===== src/rtl/axis_rr_arb_pkg.sv =====
// Shared types and helpers for the packet-level round-robin AXI-Stream arbiter.
// Optional m_tdest output is enabled by defining AXIS_RR_ARB_TDEST_EN.
package axis_rr_arb_pkg;

    localparam int MAX_N_REQ = 16;

    typedef enum logic [1:0] {
        IDLE  = 2'd0,
        PKT   = 2'd1,
        DRAIN = 2'd2
    } arb_state_t;

    // Index width never drops below one bit so a single requester still has a grant field.
    function automatic int idx_w(input int n);
        return (n <= 1) ? 1 : $clog2(n);
    endfunction

endpackage


===== src/rtl/axis_rr_select.sv =====
// Combinational round-robin picker: scans upward from the requester after last_grant, wrapping.
// Part of axis_rr_arb (optional AXIS_RR_ARB_TDEST_EN does not affect this block).
module rr_select
    import axis_rr_arb_pkg::*;
#(
    parameter int N_REQ = 4,
    parameter int IDX_W = idx_w(N_REQ)
) (
    input  logic [N_REQ-1:0] req,
    input  logic [IDX_W-1:0] last_grant,
    output logic [N_REQ-1:0] winner_onehot,
    output logic [IDX_W-1:0] winner_idx,
    output logic             any_req
);

    logic             found;
    logic [IDX_W-1:0] cand;

    // First requester hit at offsets 1..N_REQ wins, so last_grant itself has lowest priority.
    always_comb begin
        winner_onehot = '0;
        winner_idx    = '0;
        found         = 1'b0;
        cand          = '0;
        for (int off = 1; off <= N_REQ; off++) begin
            cand = IDX_W'((32'(last_grant) + 32'(off)) % 32'(N_REQ));
            if (!found && req[cand]) begin
                found               = 1'b1;
                winner_idx          = cand;
                winner_onehot[cand] = 1'b1;
            end
        end
    end

    assign any_req = |req;

endmodule


===== src/rtl/axis_rr_arb.sv =====
// Packet-level round-robin arbiter sharing one registered AXI-Stream master among N_REQ requesters.
// Define AXIS_RR_ARB_TDEST_EN to add the registered m_tdest (granted index) output.
module axis_rr_arb
    import axis_rr_arb_pkg::*;
#(
    parameter  int N_REQ  = 4,
    parameter  int DATA_W = 32,
    localparam int IDX_W  = idx_w(N_REQ)
) (
    input  logic                    aclk,
    input  logic                    rst,
    input  logic [N_REQ-1:0]        s_tvalid,
    output logic [N_REQ-1:0]        s_tready,
    input  logic [N_REQ*DATA_W-1:0] s_tdata,
    input  logic [N_REQ-1:0]        s_tlast,
    output logic                    m_tvalid,
    input  logic                    m_tready,
    output logic [DATA_W-1:0]       m_tdata,
    output logic                    m_tlast,
`ifdef AXIS_RR_ARB_TDEST_EN
    output logic [IDX_W-1:0]        m_tdest,
`endif
    output logic                    busy
);

    arb_state_t        state;
    logic [IDX_W-1:0]  grant;
    logic [IDX_W-1:0]  last_grant;
    logic [N_REQ-1:0]  grant_oh;
    logic [N_REQ-1:0]  winner_oh;
    logic [IDX_W-1:0]  winner_idx;
    logic              any_req;
    logic              out_ready;
    logic              sel_tvalid;
    logic              sel_tlast;
    logic [DATA_W-1:0] sel_tdata;
    logic              in_hs;
    logic              out_hs;

    rr_select #(
        .N_REQ (N_REQ),
        .IDX_W (IDX_W)
    ) u_select (
        .req           (s_tvalid),
        .last_grant    (last_grant),
        .winner_onehot (winner_oh),
        .winner_idx    (winner_idx),
        .any_req       (any_req)
    );

    // The output register can take a new beat when empty or when its current beat leaves.
    assign out_ready  = !m_tvalid || m_tready;
    assign s_tready   = (state == PKT && out_ready) ? grant_oh : '0;
    assign sel_tvalid = |(s_tvalid & grant_oh);
    assign sel_tlast  = |(s_tlast & grant_oh);
    assign in_hs      = (state == PKT) && out_ready && sel_tvalid;
    assign out_hs     = m_tvalid && m_tready;
    assign busy       = (state != IDLE);

    always_comb begin
        sel_tdata = '0;
        for (int i = 0; i < N_REQ; i++) begin
            if (grant_oh[i]) begin
                sel_tdata = sel_tdata | s_tdata[i*DATA_W +: DATA_W];
            end
        end
    end

    // Grant is held through the tlast beat; last_grant only advances once that beat has left.
    always_ff @(posedge aclk or posedge rst) begin
        if (rst) begin
            state      <= IDLE;
            grant      <= '0;
            grant_oh   <= '0;
            last_grant <= IDX_W'(N_REQ - 1);
            m_tvalid   <= 1'b0;
            m_tdata    <= '0;
            m_tlast    <= 1'b0;
`ifdef AXIS_RR_ARB_TDEST_EN
            m_tdest    <= '0;
`endif
        end else begin
            case (state)
                IDLE: begin
                    if (any_req) begin
                        grant    <= winner_idx;
                        grant_oh <= winner_oh;
                        state    <= PKT;
                    end
                end
                PKT: begin
                    if (in_hs && sel_tlast) begin
                        state <= DRAIN;
                    end
                end
                DRAIN: begin
                    if (out_hs) begin
                        last_grant <= grant;
                        state      <= IDLE;
                    end
                end
                default: state <= IDLE;
            endcase

            if (in_hs) begin
                m_tvalid <= 1'b1;
                m_tdata  <= sel_tdata;
                m_tlast  <= sel_tlast;
`ifdef AXIS_RR_ARB_TDEST_EN
                m_tdest  <= grant;
`endif
            end else if (out_hs) begin
                m_tvalid <= 1'b0;
            end
        end
    end

endmodule


===== config.mk =====
export PLATFORM = sky130hd
export DESIGN_NAME = axis_rr_arb
export DESIGN_NICKNAME = d
export VERILOG_FILES = /design/src/rtl/axis_rr_arb_pkg.sv /design/src/rtl/axis_rr_select.sv /design/src/rtl/axis_rr_arb.sv
export SDC_FILE = /design/constraint.sdc
export NUM_CORES = 1
export LEC_CHECK = 0
export ABC_AREA = 1
export CAP_MARGIN = 15
export CORE_MARGIN = 3
export CORE_UTILIZATION = 41
export CTS_CLUSTER_SIZE = 40
export DETAILED_ROUTE_END_ITERATION = 16
export HOLD_SLACK_MARGIN = 0.02
export PLACE_DENSITY = 0.87
export SYNTH_ARGS = -nofsm -noshare
export SYNTH_HDL_FRONTEND = slang
export SYNTH_SLANG_ARGS = --single-unit
export TNS_END_PERCENT = 30

===== constraint.sdc =====
create_clock -name aclk -period 5.75 [get_ports aclk]
set_input_delay 1.15 -clock aclk [delete_from_list [all_inputs] [get_ports aclk]]
set_output_delay 1.15 -clock aclk [all_outputs]
set_load 0.01 [all_outputs]

==> results of run 1 <==
[cell usage in the layout (no fill, tap or decap), types with 4 or more instances in the layout]
| cell | Yosys | layout |
|---|---|---|
| sky130_fd_sc_hd__o21ai_1 | 9 | 9 |
| sky130_fd_sc_hd__buf_4 | 4 | 4 |
| sky130_fd_sc_hd__dfrtp_1 | 42 | 42 |
| sky130_fd_sc_hd__a21oi_1 | 6 | 6 |
| sky130_fd_sc_hd__a221oi_1 | 32 | 32 |
| sky130_fd_sc_hd__o21ai_0 | 24 | 24 |
| sky130_fd_sc_hd__nand2_1 | 167 | 166 |
| sky130_fd_sc_hd__nand3_1 | 20 | 20 |
| sky130_fd_sc_hd__ha_1 | 8 | 8 |
| sky130_fd_sc_hd__clkbuf_8 | 0 | 6 |
| sky130_fd_sc_hd__nand4_1 | 4 | 4 |
| sky130_fd_sc_hd__nand2_2 | 3 | 4 |
| sky130_fd_sc_hd__inv_1 | 23 | 22 |
| sky130_fd_sc_hd__clkdlybuf4s50_1 | 0 | 177 |
| sky130_fd_sc_hd__nor2_1 | 27 | 27 |
[worst max-delay path by stage]
| stage | to | from | slack (ps) | depth (start not counted) |
|---|---|---|---|---|
| finish | s_tready[3] | m_tready | 1930 | 6 |
| global route | s_tready[3] | m_tready | 1820 | 6 |
| CTS | s_tready[3] | m_tready | 1920 | 6 |
| detailed placement | s_tready[3] | m_tready | 1930 | 6 |
| global placement | s_tready[3] | m_tready | 1940 | 6 |
| floorplan | s_tready[0] | m_tready | 3080 | 4 |
[flip-flops by register name (all words and copies together), names as in the netlist]
signal      count
m_tdata        32
grant_oh        4
grant           2
last_grant      2
state           2
m_tlast         1
m_tvalid        1
[per-stage QoR]
step / cells / utilization (%) / power, W / instance area (um^2) / hold slack, ps
4_1_cts: 667 / 70.51 / 0.002382 / 4843 / 487.5
2_1_floorplan: 406 / - / 0.001524 / 2924 / 449.5
3_5_place_dp: 659 / 68.74 / 0.002127 / 4722 / 466.4
6_report: 667 / 70.51 / 0.002369 / 4843 / 484.6
5_1_grt: 667 / 70.51 / 0.002573 / 4843 / 508.5
3_3_place_gp: 659 / 68.74 / 0.002071 / 4722 / 463.5
[critical path: cells and delay by family]
family / cells / cell delay (ps)
and+or+nand+nor: 3 / 350
buffers and inverters: 3 / 1170
[cells by family (layout without fill, tap and decap cells)]
family,after synthesis,count (layout)
AOI/OAI and AO/OA,75,75
and+or+nand+nor,229,229
DFF,44,44
adders and majority gates,8,8
buffers and inverters,50,215
[power by group through the flow]
stage          combinational (W)  clock [W]  sequential (W)
2_1_floorplan           0.000900          0        0.000625
3_3_place_gp             0.00148          0        0.000587
3_5_place_dp             0.00153          0        0.000593
4_1_cts                  0.00154   0.000254        0.000588
5_1_grt                  0.00169   0.000267        0.000612
6_report                 0.00153   0.000249        0.000591
[metal layers]
layer  routed length [um]  vias to the layer above  share of wire (%)
met3                  885                       15                8.2
li1                     -                     1672                  -
met4                  174                        0                1.6
met2                 5450                      146                 51
met5                    0                        -                  0
met1                 4278                     1575                 40
[cell type report]
| type | count | area, um^2 |
|---|---|---|
| Tap cell | 96 | 120.1 |
| Clock buffer | 6 | 82.58 |
| Clock inverter | 2 | 38.79 |
| Multi-Input combinational cell | 312 | 1584 |
| Fill cell | 554 | 2026 |
| Inverter | 26 | 112.6 |
| Timing Repair Buffer | 181 | 1802 |
| Sequential cell | 44 | 1104 |
==> flow_results.xml, run 1 <==
<?xml version="1.0" encoding="UTF-8"?>
<metrics>
  <group name="yosys">
    <metric name="synth.top_cells.by_area" unit="">sky130_fd_sc_hd__dfrtp_1, sky130_fd_sc_hd__nand2_1, sky130_fd_sc_hd__a221oi_1</metric>
    <metric name="asyncSetResetFlopFracSynth" unit="%">100.0</metric>
    <metric name="yosys.cell_count.top_type" unit="">sky130_fd_sc_hd__nand2_1</metric>
    <metric name="synthesized_instance_count" unit="">406</metric>
    <metric name="ys_ff_latch" unit="">44</metric>
    <metric name="post_synth_fa_ha_maj_area_fraction" unit="%">3.423</metric>
    <metric name="ys.warnings.count" unit="">0</metric>
    <metric name="yosys-mux-area-fraction" unit="%">0</metric>
    <metric name="synth_seq_area_share" unit="%">37.74</metric>
    <metric name="syn_area" unit="um^2">2924</metric>
    <metric name="synth_top_area_share" unit="%">35.94</metric>
    <metric name="synth_edf_count" unit="">0</metric>
    <metric name="ys.flop_type" unit="">sky130_fd_sc_hd__dfrtp_1</metric>
    <metric name="post_synth_most_frequent_cells" unit="">sky130_fd_sc_hd__nand2_1, sky130_fd_sc_hd__dfrtp_1, sky130_fd_sc_hd__a221oi_1</metric>
    <metric name="syn_area_per_cell" unit="um^2">7.202</metric>
    <metric name="area_fraction_in_compound_gates_after_synthesis" unit="%">17.37</metric>
    <metric name="netlist-cell-type-count" unit="">28</metric>
    <metric name="synth_xor_xnor_area_share" unit="%">0</metric>
    <metric name="yosys.area_share.simple" unit="%">33.29</metric>
    <metric name="synth_top_family_by_area" unit="">simple AND/OR/NAND/NOR gates</metric>
    <metric name="synth.largest_area_cell" unit="">sky130_fd_sc_hd__dfrtp_1</metric>
    <metric name="postSynthNetCount" unit="">553</metric>
  </group>
  <group name="min_path">
    <metric name="worst_hold_path.num_cells" unit="">2</metric>
    <metric name="hold_path.startpoint" unit="">grant[1]$_DFFE_PP0P_</metric>
    <metric name="destination_of_the_worst_hold_path" unit="">grant[1]$_DFFE_PP0P_</metric>
    <metric name="min-delay-path-class" unit="">flop to flop</metric>
  </group>
  <group name="finish">
    <metric name="antenna-diode-count" unit="">0</metric>
    <metric name="final_layout_size_suffix_gt1_share" unit="%">5.079</metric>
    <metric name="synthToLayoutAreaGrowth" unit="%">65.64</metric>
    <metric name="final_layout_net_count" unit="">717</metric>
  </group>
  <group name="clock_network">
    <metric name="postCtsResizedCells" unit="">0</metric>
    <metric name="cts-htree-levels" unit="">2</metric>
    <metric name="holdBufCountCts" unit="">0</metric>
    <metric name="cts.repair_timing.setup_buffer_count" unit="">0</metric>
    <metric name="cts_buffer_depth" unit="">2</metric>
    <metric name="clock_tree_from_tritoncts" unit="">done</metric>
    <metric name="clk_transition_reported_paths" unit="ps">80</metric>
    <metric name="cts.root.buffer_cell" unit="">sky130_fd_sc_hd__clkbuf_8</metric>
    <metric name="clk_latency_worst_skew_pair" unit="ps">290</metric>
    <metric name="number_of_clock_buffers_inserted_by_tritoncts" unit="">5</metric>
    <metric name="clkSinkCount" unit="">44</metric>
  </group>
  <group name="power">
    <metric name="power.density_cell_area" unit="nW/um^2">489.1</metric>
    <metric name="internal_power" unit="W">0.001278</metric>
    <metric name="sequentialPowerShare" unit="%">25.0</metric>
    <metric name="clkPwrFrac" unit="%">10.5</metric>
    <metric name="power.static_leakage" unit="nW">2.235</metric>
    <metric name="power_switching" unit="W">0.001091</metric>
    <metric name="peakVddDrop" unit="V">0.0004245</metric>
    <metric name="swShare" unit="%">46.04</metric>
    <metric name="combinationalPowerShare" unit="%">64.5</metric>
  </group>
  <group name="global_route">
    <metric name="total_track_usage" unit="%">26.05</metric>
    <metric name="grt_use_met1" unit="%">31.17</metric>
    <metric name="grt_max_degree" unit="">68</metric>
    <metric name="antenna_found_initial" unit="">0</metric>
    <metric name="globalRouteMet2Util" unit="%">46.73</metric>
    <metric name="number_of_global_route_vias_before_repair" unit="">3376</metric>
    <metric name="grt_overflow" unit="">0</metric>
    <metric name="globalRoute.busiestLayer" unit="">met2</metric>
    <metric name="grt.met3_usage" unit="%">6.417</metric>
    <metric name="grt_pass1_wl" unit="um">17390</metric>
  </group>
  <group name="sta">
    <metric name="report.final.slew_viol_count" unit="">0</metric>
    <metric name="post-route-period-util" unit="%">66.36</metric>
    <metric name="timing.clock.skew" unit="ps">8.044</metric>
    <metric name="setup-tns-final" unit="ps">0</metric>
    <metric name="fin_crit" unit="ps">3816</metric>
    <metric name="maxClockFrequency" unit="MHz">262.1</metric>
    <metric name="worst_slew_pin_slew" unit="ps">1061</metric>
    <metric name="rsz_0062_raised_after_global_routing" unit="">no</metric>
    <metric name="slew_limit_headroom" unit="%">29.00</metric>
    <metric name="timing.final.ws_setup" unit="ps">1934</metric>
    <metric name="finalSetupViolCount" unit="">0</metric>
    <metric name="hold_viol_final" unit="">0</metric>
  </group>
  <group name="placed_design">
    <metric name="portBuffers" unit="">177</metric>
    <metric name="gpl.final_weighted_congestion" unit="">0.9315</metric>
    <metric name="place_hpwl" unit="um">8120</metric>
    <metric name="worst_setup_slack_post_dpl" unit="ps">1927</metric>
  </group>
  <group name="detailed_routing">
    <metric name="drc" unit="">0</metric>
    <metric name="vias_per_cell" unit="">5.109</metric>
    <metric name="detail_route.wirelength" unit="um">10790</metric>
    <metric name="detailed_router_s_first_iteration_violation_count" unit="">143</metric>
    <metric name="detailroute.via_count" unit="">3408</metric>
    <metric name="route.detailed.wl_per_inst" unit="um">16.17</metric>
    <metric name="drt-pass1-iter-count" unit="">7</metric>
    <metric name="postRouteAntennaNets" unit="">0</metric>
  </group>
  <group name="worst_setup_path">
    <metric name="timing.critical_path.cells" unit="">clkdlybuf4s50_1 -&gt; nor2_1 -&gt; nor2_1 -&gt; inv_1 -&gt; nor2_1 -&gt; clkdlybuf4s50_1</metric>
    <metric name="start_kind" unit="">primary input</metric>
    <metric name="critPathMaxStageDelay" unit="ps">540</metric>
    <metric name="path_max_fanout" unit="">4</metric>
    <metric name="cp_data_arrival_time" unit="ps">2670</metric>
    <metric name="crit_path_top_delay_cell" unit="">sky130_fd_sc_hd__clkdlybuf4s50_1</metric>
    <metric name="r2r-end" unit="">state[0]$_DFFE_PP0P_</metric>
    <metric name="crit_top_cell" unit="">sky130_fd_sc_hd__nor2_1</metric>
    <metric name="cp-end-kind" unit="">output port</metric>
    <metric name="crit_required" unit="ps">4600</metric>
    <metric name="critical_path.reg2reg.startpoint" unit="">grant_oh[3]$_DFFE_PP0P_</metric>
    <metric name="r2r_setup_slack" unit="ps">3460</metric>
    <metric name="worstSetupPathType" unit="">primary input to output port</metric>
    <metric name="worstRegToRegCells" unit="">7</metric>
  </group>
  <group name="outcome">
    <metric name="run_status" unit="">complete, no violations</metric>
  </group>
  <group name="die">
    <metric name="floorplan.initialDensity" unit="%">42.57</metric>
    <metric name="die_area" unit="um^2">8181</metric>
    <metric name="io_pins" unit="">178</metric>
    <metric name="die_span_in_y" unit="um">90.45</metric>
    <metric name="die_x" unit="um">90.45</metric>
    <metric name="num_rows" unit="">30</metric>
    <metric name="fp.coreArea" unit="um^2">6869</metric>
  </group>
  <group name="flow_run">
    <metric name="max-cap-violations" unit="">0</metric>
  </group>
</metrics>
No activity file was read; power rests on OpenSTA's default activity.
==> inputs of run 2 (changes only) <==
--- a/config.mk
+++ b/config.mk
@@ -8,11 +8,11 @@
 export ABC_AREA = 1
 export CAP_MARGIN = 15
 export CORE_MARGIN = 3
-export CORE_UTILIZATION = 41
+export CORE_UTILIZATION = 38
 export CTS_CLUSTER_SIZE = 40
 export DETAILED_ROUTE_END_ITERATION = 16
 export HOLD_SLACK_MARGIN = 0.02
-export PLACE_DENSITY = 0.87
+export PLACE_DENSITY = 0.82
 export SYNTH_ARGS = -nofsm -noshare
 export SYNTH_HDL_FRONTEND = slang
 export SYNTH_SLANG_ARGS = --single-unit
==> constraint.sdc (replaced) <==
create_clock -name aclk -period 3.85 [get_ports aclk]
set_input_delay 0.77 -clock aclk [delete_from_list [all_inputs] [get_ports aclk]]
set_output_delay 0.77 -clock aclk [all_outputs]
set_load 0.01 [all_outputs]
==> run 2 against run 1 <==
Sequential cell count unchanged; via count decreased by 0.47%; final cell count up 0.60%; utilization is 5.1 points lower; critical path depth unchanged; routed wire length decreased by 1.6%; cell area shrank 0.41%.
==> flow_results.xml, run 2 (same netlist as run 1, synthesis figures left out) <==
<?xml version="1.0" encoding="UTF-8"?>
<metrics>
  <group name="placed_design">
    <metric name="portBuffers" unit="">177</metric>
    <metric name="place_hpwl" unit="um">8124</metric>
    <metric name="gpl.final_weighted_congestion" unit="">0.8556</metric>
    <metric name="worst_setup_slack_post_dpl" unit="ps">736.1</metric>
  </group>
  <group name="sta">
    <metric name="rsz_0062_raised_after_global_routing" unit="">no</metric>
    <metric name="worst_slew_pin_slew" unit="ps">910.2</metric>
    <metric name="post-route-period-util" unit="%">80.60</metric>
    <metric name="setup-tns-final" unit="ps">0</metric>
    <metric name="finalSetupViolCount" unit="">0</metric>
    <metric name="slew_limit_headroom" unit="%">39.23</metric>
    <metric name="maxClockFrequency" unit="MHz">322.3</metric>
    <metric name="timing.final.ws_setup" unit="ps">746.9</metric>
    <metric name="fin_crit" unit="ps">3103</metric>
    <metric name="hold_viol_final" unit="">0</metric>
    <metric name="report.final.slew_viol_count" unit="">0</metric>
    <metric name="timing.clock.skew" unit="ps">9.481</metric>
  </group>
  <group name="clock_network">
    <metric name="cts_buffer_depth" unit="">2</metric>
    <metric name="clk_transition_reported_paths" unit="ps">80</metric>
    <metric name="postCtsResizedCells" unit="">0</metric>
    <metric name="clkSinkCount" unit="">44</metric>
    <metric name="clock_tree_from_tritoncts" unit="">done</metric>
    <metric name="cts.root.buffer_cell" unit="">sky130_fd_sc_hd__clkbuf_8</metric>
    <metric name="clk_latency_worst_skew_pair" unit="ps">290</metric>
    <metric name="cts-htree-levels" unit="">2</metric>
    <metric name="cts.repair_timing.setup_buffer_count" unit="">0</metric>
    <metric name="number_of_clock_buffers_inserted_by_tritoncts" unit="">5</metric>
    <metric name="holdBufCountCts" unit="">0</metric>
  </group>
  <group name="die">
    <metric name="floorplan.initialDensity" unit="%">39.68</metric>
    <metric name="die_area" unit="um^2">8783</metric>
    <metric name="die_span_in_y" unit="um">93.72</metric>
    <metric name="die_x" unit="um">93.72</metric>
    <metric name="io_pins" unit="">178</metric>
    <metric name="fp.coreArea" unit="um^2">7370</metric>
    <metric name="num_rows" unit="">31</metric>
  </group>
  <group name="worst_setup_path">
    <metric name="start_kind" unit="">primary input</metric>
    <metric name="number_of_buffer_and_inverter_stages_on_the_critical_path" unit="">3</metric>
    <metric name="cp-end-kind" unit="">output port</metric>
    <metric name="crit_top_cell" unit="">sky130_fd_sc_hd__nor2_1</metric>
    <metric name="cp_data_arrival_time" unit="ps">2330</metric>
    <metric name="cpLargestDelayFamily" unit="">buffers and inverters</metric>
    <metric name="worstSetupPathType" unit="">primary input to output port</metric>
    <metric name="cp-startpoint" unit="">m_tready</metric>
    <metric name="crit_required" unit="ps">3080</metric>
    <metric name="crit_path_top_delay_cell" unit="">sky130_fd_sc_hd__clkdlybuf4s50_1</metric>
    <metric name="path_max_fanout" unit="">4</metric>
    <metric name="timing.critical_path.cells" unit="">clkdlybuf4s50_1 -&gt; nor2_1 -&gt; nor2_1 -&gt; inv_1 -&gt; nor2_1 -&gt; clkdlybuf4s50_1</metric>
    <metric name="critPathMaxStageDelay" unit="ps">560</metric>
    <metric name="critical_path.reg2reg.startpoint" unit="">grant_oh[3]$_DFFE_PP0P_</metric>
  </group>
  <group name="power">
    <metric name="power.static_leakage" unit="nW">2.224</metric>
    <metric name="power.density_cell_area" unit="nW/um^2">715.6</metric>
    <metric name="peakVddDrop" unit="V">0.0005565</metric>
  </group>
  <group name="finish">
    <metric name="antenna-diode-count" unit="">0</metric>
    <metric name="synthToLayoutAreaGrowth" unit="%">64.96</metric>
    <metric name="layout.cells.most_common" unit="">sky130_fd_sc_hd__clkdlybuf4s50_1</metric>
    <metric name="final_layout_net_count" unit="">718</metric>
    <metric name="final_cell_mix" unit="">sky130_fd_sc_hd__clkdlybuf4s50_1, sky130_fd_sc_hd__nand2_1, sky130_fd_sc_hd__dfrtp_1</metric>
    <metric name="max_reg_flops" unit="">32</metric>
    <metric name="registers.top_by_ff_count" unit="">m_tdata</metric>
    <metric name="largest_registers" unit="">m_tdata x32, grant_oh x4</metric>
    <metric name="final_layout_size_suffix_gt1_share" unit="%">4.895</metric>
    <metric name="post-route-util" unit="%">65.45</metric>
  </group>
  <group name="outcome">
    <metric name="run_status" unit="">complete, no violations</metric>
  </group>
  <group name="global_route">
    <metric name="grt_pass1_wl" unit="um">16460</metric>
    <metric name="grt_max_degree" unit="">49</metric>
    <metric name="number_of_global_route_vias_before_repair" unit="">3300</metric>
    <metric name="grt_overflow" unit="">0</metric>
    <metric name="total_track_usage" unit="%">23.25</metric>
    <metric name="antenna_found_initial" unit="">0</metric>
  </group>
  <group name="min_path">
    <metric name="min-delay-path-class" unit="">flop to flop</metric>
    <metric name="hold_path.startpoint" unit="">grant[1]$_DFFE_PP0P_</metric>
  </group>
  <group name="detailed_routing">
    <metric name="drt-pass1-iter-count" unit="">5</metric>
    <metric name="vias_per_cell" unit="">5.055</metric>
    <metric name="postRouteAntennaNets" unit="">0</metric>
    <metric name="route.detailed.wl_per_inst" unit="um">15.82</metric>
    <metric name="detailed_router_s_first_iteration_violation_count" unit="">185</metric>
    <metric name="drc" unit="">0</metric>
    <metric name="detailroute.via_count" unit="">3392</metric>
    <metric name="detail_route.wirelength" unit="um">10610</metric>
  </group>
  <group name="flow_run">
    <metric name="max-cap-violations" unit="">0</metric>
  </group>
</metrics>
## run 2: cell types whose count changed in the layout (fill, tap and decap cells not counted)
cell	change
sky130_fd_sc_hd__bufinv_16	-1
sky130_fd_sc_hd__clkinv_4	-1
sky130_fd_sc_hd__clkbuf_1	+2
sky130_fd_sc_hd__buf_4	+1
## run 2: final timing paths
check	to	slack, ps	depth (start not counted)
max	s_tready[1]	750	6
min reg2reg	grant[1]$_DFFE_PP0P_	490	2
min in group asynchronous	m_tdata[23]$_DFFE_PP0P_	1010	2
max in group asynchronous	m_tdata[24]$_DFFE_PP0P_	2270	2
min	grant[1]$_DFFE_PP0P_	490	2
max reg2reg	m_tdata[6]$_DFFE_PP0P_	1670	6
## run 2: report_power, final
| group | total (W) | internal (W) | switching [W] |
|---|---|---|---|
| sequential | 0.000947 | 0.000717 | 0.000230 |
| combinational | 0.00221 | 0.000982 | 0.00123 |
| clock | 0.000294 | 0.000147 | 0.000148 |
## run 2: area by class of cell
cell class              instances  area (um^2)
clock buffers                   8        90.09
fillers                       639         2546
inverters                      26        112.6
multi-input cells             312         1584
flip-flops and latches         44         1104
well taps                      99        123.9
repair buffers                182         1809
## run 2: worst reg2reg max path, stage by stage, from the launching register on
cell and delay [ps]:
sky130_fd_sc_hd__dfrtp_1 790, sky130_fd_sc_hd__nand2_1 120, sky130_fd_sc_hd__nand4_1 130, sky130_fd_sc_hd__nand2_2 440, sky130_fd_sc_hd__buf_4 430, sky130_fd_sc_hd__nand2_1 70
sky130_fd_sc_hd__o21ai_0 80
## run 2: stage by stage
| stage | hold slack (ps) | cells | area (um^2) | total power, W |
|---|---|---|---|---|
| final | 490.2 | 671 | 4823 | 0.003452 |
| after global routing | 507.2 | 671 | 4823 | 0.003763 |
| after CTS | 492.7 | 671 | 4823 | 0.003478 |
| after detailed placement | 473.4 | 663 | 4733 | 0.003174 |
| after global placement | 463.8 | 663 | 4733 | 0.003113 |
| after floorplan | 449.5 | 406 | 2924 | 0.002276 |
## run 2: metal layers
layer  track usage (%)  wire length (um)  part of all wire (%)  vias up
li1                  -                 -                     -     1677
met1             28.93              4328                    41     1572
met2             42.22              5374                    51      131
met3             4.407               765                   7.2       12
met4             3.851               146                   1.4        0
met5                 0                 0                     0        -
==> inputs of run 3 (changes only) <==
--- a/config.mk
+++ b/config.mk
@@ -8,11 +8,11 @@
 export ABC_AREA = 1
 export CAP_MARGIN = 15
 export CORE_MARGIN = 3
-export CORE_UTILIZATION = 38
+export CORE_UTILIZATION = 34
 export CTS_CLUSTER_SIZE = 40
 export DETAILED_ROUTE_END_ITERATION = 16
 export HOLD_SLACK_MARGIN = 0.02
-export PLACE_DENSITY = 0.82
+export PLACE_DENSITY = 0.77
 export SYNTH_ARGS = -nofsm -noshare
 export SYNTH_HDL_FRONTEND = slang
 export SYNTH_SLANG_ARGS = --single-unit
==> constraint.sdc (replaced) <==
create_clock -name aclk -period 2.5 [get_ports aclk]
set_input_delay 0.5 -clock aclk [delete_from_list [all_inputs] [get_ports aclk]]
set_output_delay 0.5 -clock aclk [all_outputs]
set_load 0.01 [all_outputs]
==> run 3 against run 2 <==
Die area grew 11%; worst hold slack worse by 0.89 ps; setup slack got worse by 630 ps.
==> flow_results.xml, run 3 (same netlist as run 1, synthesis figures left out) <==
<?xml version="1.0" encoding="UTF-8"?>
<metrics>
  <group name="clock_network">
    <metric name="holdBufCountCts" unit="">0</metric>
    <metric name="clock_tree_from_tritoncts" unit="">done</metric>
    <metric name="clk_transition_reported_paths" unit="ps">70</metric>
    <metric name="number_of_clock_buffers_inserted_by_tritoncts" unit="">5</metric>
    <metric name="cts-htree-levels" unit="">2</metric>
    <metric name="cts_buffer_depth" unit="">2</metric>
    <metric name="clk_latency_worst_skew_pair" unit="ps">290</metric>
    <metric name="cts.root.buffer_cell" unit="">sky130_fd_sc_hd__clkbuf_8</metric>
    <metric name="clkSinkCount" unit="">44</metric>
  </group>
  <group name="flow_run">
    <metric name="max-cap-violations" unit="">0</metric>
  </group>
  <group name="worst_setup_path">
    <metric name="timing.critical_path.cells" unit="">clkdlybuf4s50_1 -&gt; nor2_1 -&gt; nor2_2 -&gt; inv_1 -&gt; nor2_1 -&gt; clkdlybuf4s50_1</metric>
    <metric name="worstRegToRegCells" unit="">10</metric>
    <metric name="r2r_setup_slack" unit="ps">350</metric>
    <metric name="worstSetupPathType" unit="">primary input to output port</metric>
    <metric name="start_kind" unit="">primary input</metric>
    <metric name="crit_required" unit="ps">2000</metric>
    <metric name="cp-end-kind" unit="">output port</metric>
    <metric name="path_max_fanout" unit="">4</metric>
    <metric name="critPathMaxStageDelay" unit="ps">540</metric>
    <metric name="critical_path_depth" unit="">6</metric>
    <metric name="critical_path.reg2reg.startpoint" unit="">last_grant[1]$_DFFE_PP1P_</metric>
    <metric name="crit_path_top_delay_cell" unit="">sky130_fd_sc_hd__clkdlybuf4s50_1</metric>
    <metric name="number_of_buffer_and_inverter_stages_on_the_critical_path" unit="">3</metric>
    <metric name="cpLargestDelayFamily" unit="">buffers and inverters</metric>
    <metric name="cp_data_arrival_time" unit="ps">1880</metric>
    <metric name="r2r-end" unit="">grant_oh[3]$_DFFE_PP0P_</metric>
  </group>
  <group name="die">
    <metric name="fp.coreArea" unit="um^2">8299</metric>
    <metric name="num_rows" unit="">33</metric>
    <metric name="die_x" unit="um">98.74</metric>
    <metric name="io_pins" unit="">178</metric>
    <metric name="die_area" unit="um^2">9749</metric>
    <metric name="floorplan.initialDensity" unit="%">35.23</metric>
    <metric name="die_span_in_y" unit="um">98.74</metric>
  </group>
  <group name="detailed_routing">
    <metric name="detailed_router_s_first_iteration_violation_count" unit="">125</metric>
    <metric name="met1Wirelength" unit="um">4317</metric>
    <metric name="detailroute.via_count" unit="">3417</metric>
    <metric name="detail_route.wirelength" unit="um">10290</metric>
    <metric name="route.detailed.wl_per_inst" unit="um">15.09</metric>
    <metric name="drt-pass1-iter-count" unit="">4</metric>
    <metric name="postRouteAntennaNets" unit="">0</metric>
    <metric name="routed.top_layer" unit="">met4</metric>
    <metric name="drc" unit="">0</metric>
    <metric name="vias_per_cell" unit="">5.010</metric>
    <metric name="met2WireLength" unit="um">5276</metric>
    <metric name="dr_wl_met3" unit="um">624</metric>
  </group>
  <group name="global_route">
    <metric name="number_of_global_route_vias_before_repair" unit="">3435</metric>
    <metric name="grt_max_degree" unit="">66</metric>
    <metric name="total_track_usage" unit="%">21.09</metric>
    <metric name="grt_pass1_wl" unit="um">16860</metric>
    <metric name="antenna_found_initial" unit="">0</metric>
    <metric name="grt_overflow" unit="">0</metric>
  </group>
  <group name="sta">
    <metric name="timing.final.ws_setup" unit="ps">118.5</metric>
    <metric name="setup-tns-final" unit="ps">0</metric>
    <metric name="fin_crit" unit="ps">2382</metric>
    <metric name="report.final.slew_viol_count" unit="">0</metric>
    <metric name="hold_viol_final" unit="">0</metric>
    <metric name="slew_limit_headroom" unit="%">60.68</metric>
    <metric name="post-route-period-util" unit="%">95.26</metric>
    <metric name="timing.clock.skew" unit="ps">19.35</metric>
    <metric name="worst_slew_pin_slew" unit="ps">589.0</metric>
    <metric name="maxClockFrequency" unit="MHz">419.9</metric>
    <metric name="rsz_0062_raised_after_global_routing" unit="">no</metric>
    <metric name="finalSetupViolCount" unit="">0</metric>
  </group>
  <group name="finish">
    <metric name="largest_registers" unit="">m_tdata x32, grant_oh x4</metric>
    <metric name="antenna-diode-count" unit="">0</metric>
    <metric name="final_layout_size_suffix_gt1_share" unit="%">5.893</metric>
    <metric name="final_layout_net_count" unit="">723</metric>
    <metric name="registers.top_by_ff_count" unit="">m_tdata</metric>
    <metric name="finalNonFillerCells" unit="">682</metric>
    <metric name="final_cell_mix" unit="">sky130_fd_sc_hd__clkdlybuf4s50_1, sky130_fd_sc_hd__nand2_1, sky130_fd_sc_hd__dfrtp_1</metric>
    <metric name="layout.cells.most_common" unit="">sky130_fd_sc_hd__clkdlybuf4s50_1</metric>
    <metric name="synthToLayoutAreaGrowth" unit="%">66.71</metric>
    <metric name="max_reg_flops" unit="">32</metric>
  </group>
  <group name="placed_design">
    <metric name="place_hpwl" unit="um">7885</metric>
    <metric name="gpl.final_weighted_congestion" unit="">0.8767</metric>
    <metric name="place.detailed.instances" unit="">674</metric>
    <metric name="worst_setup_slack_post_dpl" unit="ps">69.92</metric>
    <metric name="portBuffers" unit="">177</metric>
  </group>
  <group name="min_path">
    <metric name="min-delay-path-class" unit="">flop to flop</metric>
    <metric name="hold_path.startpoint" unit="">m_tdata[24]$_DFFE_PP0P_</metric>
    <metric name="destination_of_the_worst_hold_path" unit="">m_tdata[24]$_DFFE_PP0P_</metric>
    <metric name="worst_hold_path.num_cells" unit="">2</metric>
  </group>
  <group name="power">
    <metric name="power.density_cell_area" unit="nW/um^2">1094</metric>
    <metric name="internal_power" unit="W">0.002862</metric>
    <metric name="power.static_leakage" unit="nW">2.251</metric>
    <metric name="peakVddDrop" unit="V">0.001205</metric>
    <metric name="combinationalPowerShare" unit="%">66.5</metric>
    <metric name="clkPwrFrac" unit="%">8.1</metric>
    <metric name="sequentialPowerShare" unit="%">25.5</metric>
    <metric name="power_switching" unit="W">0.002469</metric>
    <metric name="swShare" unit="%">46.32</metric>
  </group>
  <group name="outcome">
    <metric name="run_status" unit="">complete, no violations</metric>
  </group>
</metrics>
==> run 3: layout make-up <==
type,count,area (um^2)
inverters,26,112.6
clock buffers,7,76.32
well taps,105,131.4
clock inverters,1,5.005
fillers,732,3425
repair buffers,187,1859
flip-flops and latches,44,1104
multi-input cells,312,1587
==> run 3: metal layers <==
metal  track usage, %  vias up
li1                 -     1695
met1            26.46     1592
met2            38.53      124
met3            3.539        6
met4            3.571        0
met5                0        -
==> run 3: worst max-delay path by stage <==
stage	end	startpoint
global placement	s_tready[2]	m_tready
global route	s_tready[3]	m_tready
CTS	s_tready[2]	m_tready
detailed placement	s_tready[2]	m_tready
floorplan	grant[0]$_DFFE_PP0P_	last_grant[0]$_DFFE_PP1P_
finish	s_tready[2]	m_tready
==> run 3: per-stage QoR <==
step	utilization, %	hold slack [ps]	area (um^2)	power, W
after floorplan	-	449.5	2924	0.003506
after CTS	58.71	492.2	4872	0.005391
after global placement	57.73	464.4	4791	0.004853
final	58.74	489.3	4875	0.005331
after global routing	58.74	508.7	4875	0.005870
after detailed placement	57.73	468.1	4791	0.004936
==> run 3: tightest hold or removal path: cells and delay by family (launching register included) <==
kind / cells / cell delay, ps
flip-flops: 1 / 340
AND/OR/NAND/NOR: 1 / 50
AO/OA/AOI/OAI: 1 / 60
==> run 3: power by group through the flow <==
| stage | clock network (W) | logic, W | registers, W |
|---|---|---|---|
| 3_5_place_dp | 0 | 0.00357 | 0.00137 |
| 5_1_grt | 0.000488 | 0.00397 | 0.00142 |
| 2_1_floorplan | 0 | 0.00207 | 0.00144 |
| 3_3_place_gp | 0 | 0.00350 | 0.00135 |
| 4_1_cts | 0.000449 | 0.00359 | 0.00136 |
| 6_report | 0.000429 | 0.00354 | 0.00136 |
==> run 3: timing repair <==
item	4_1_cts	5_1_grt
setup buffers	0	0
endpoints found under the setup margin	0	3
resized for setup	0	1
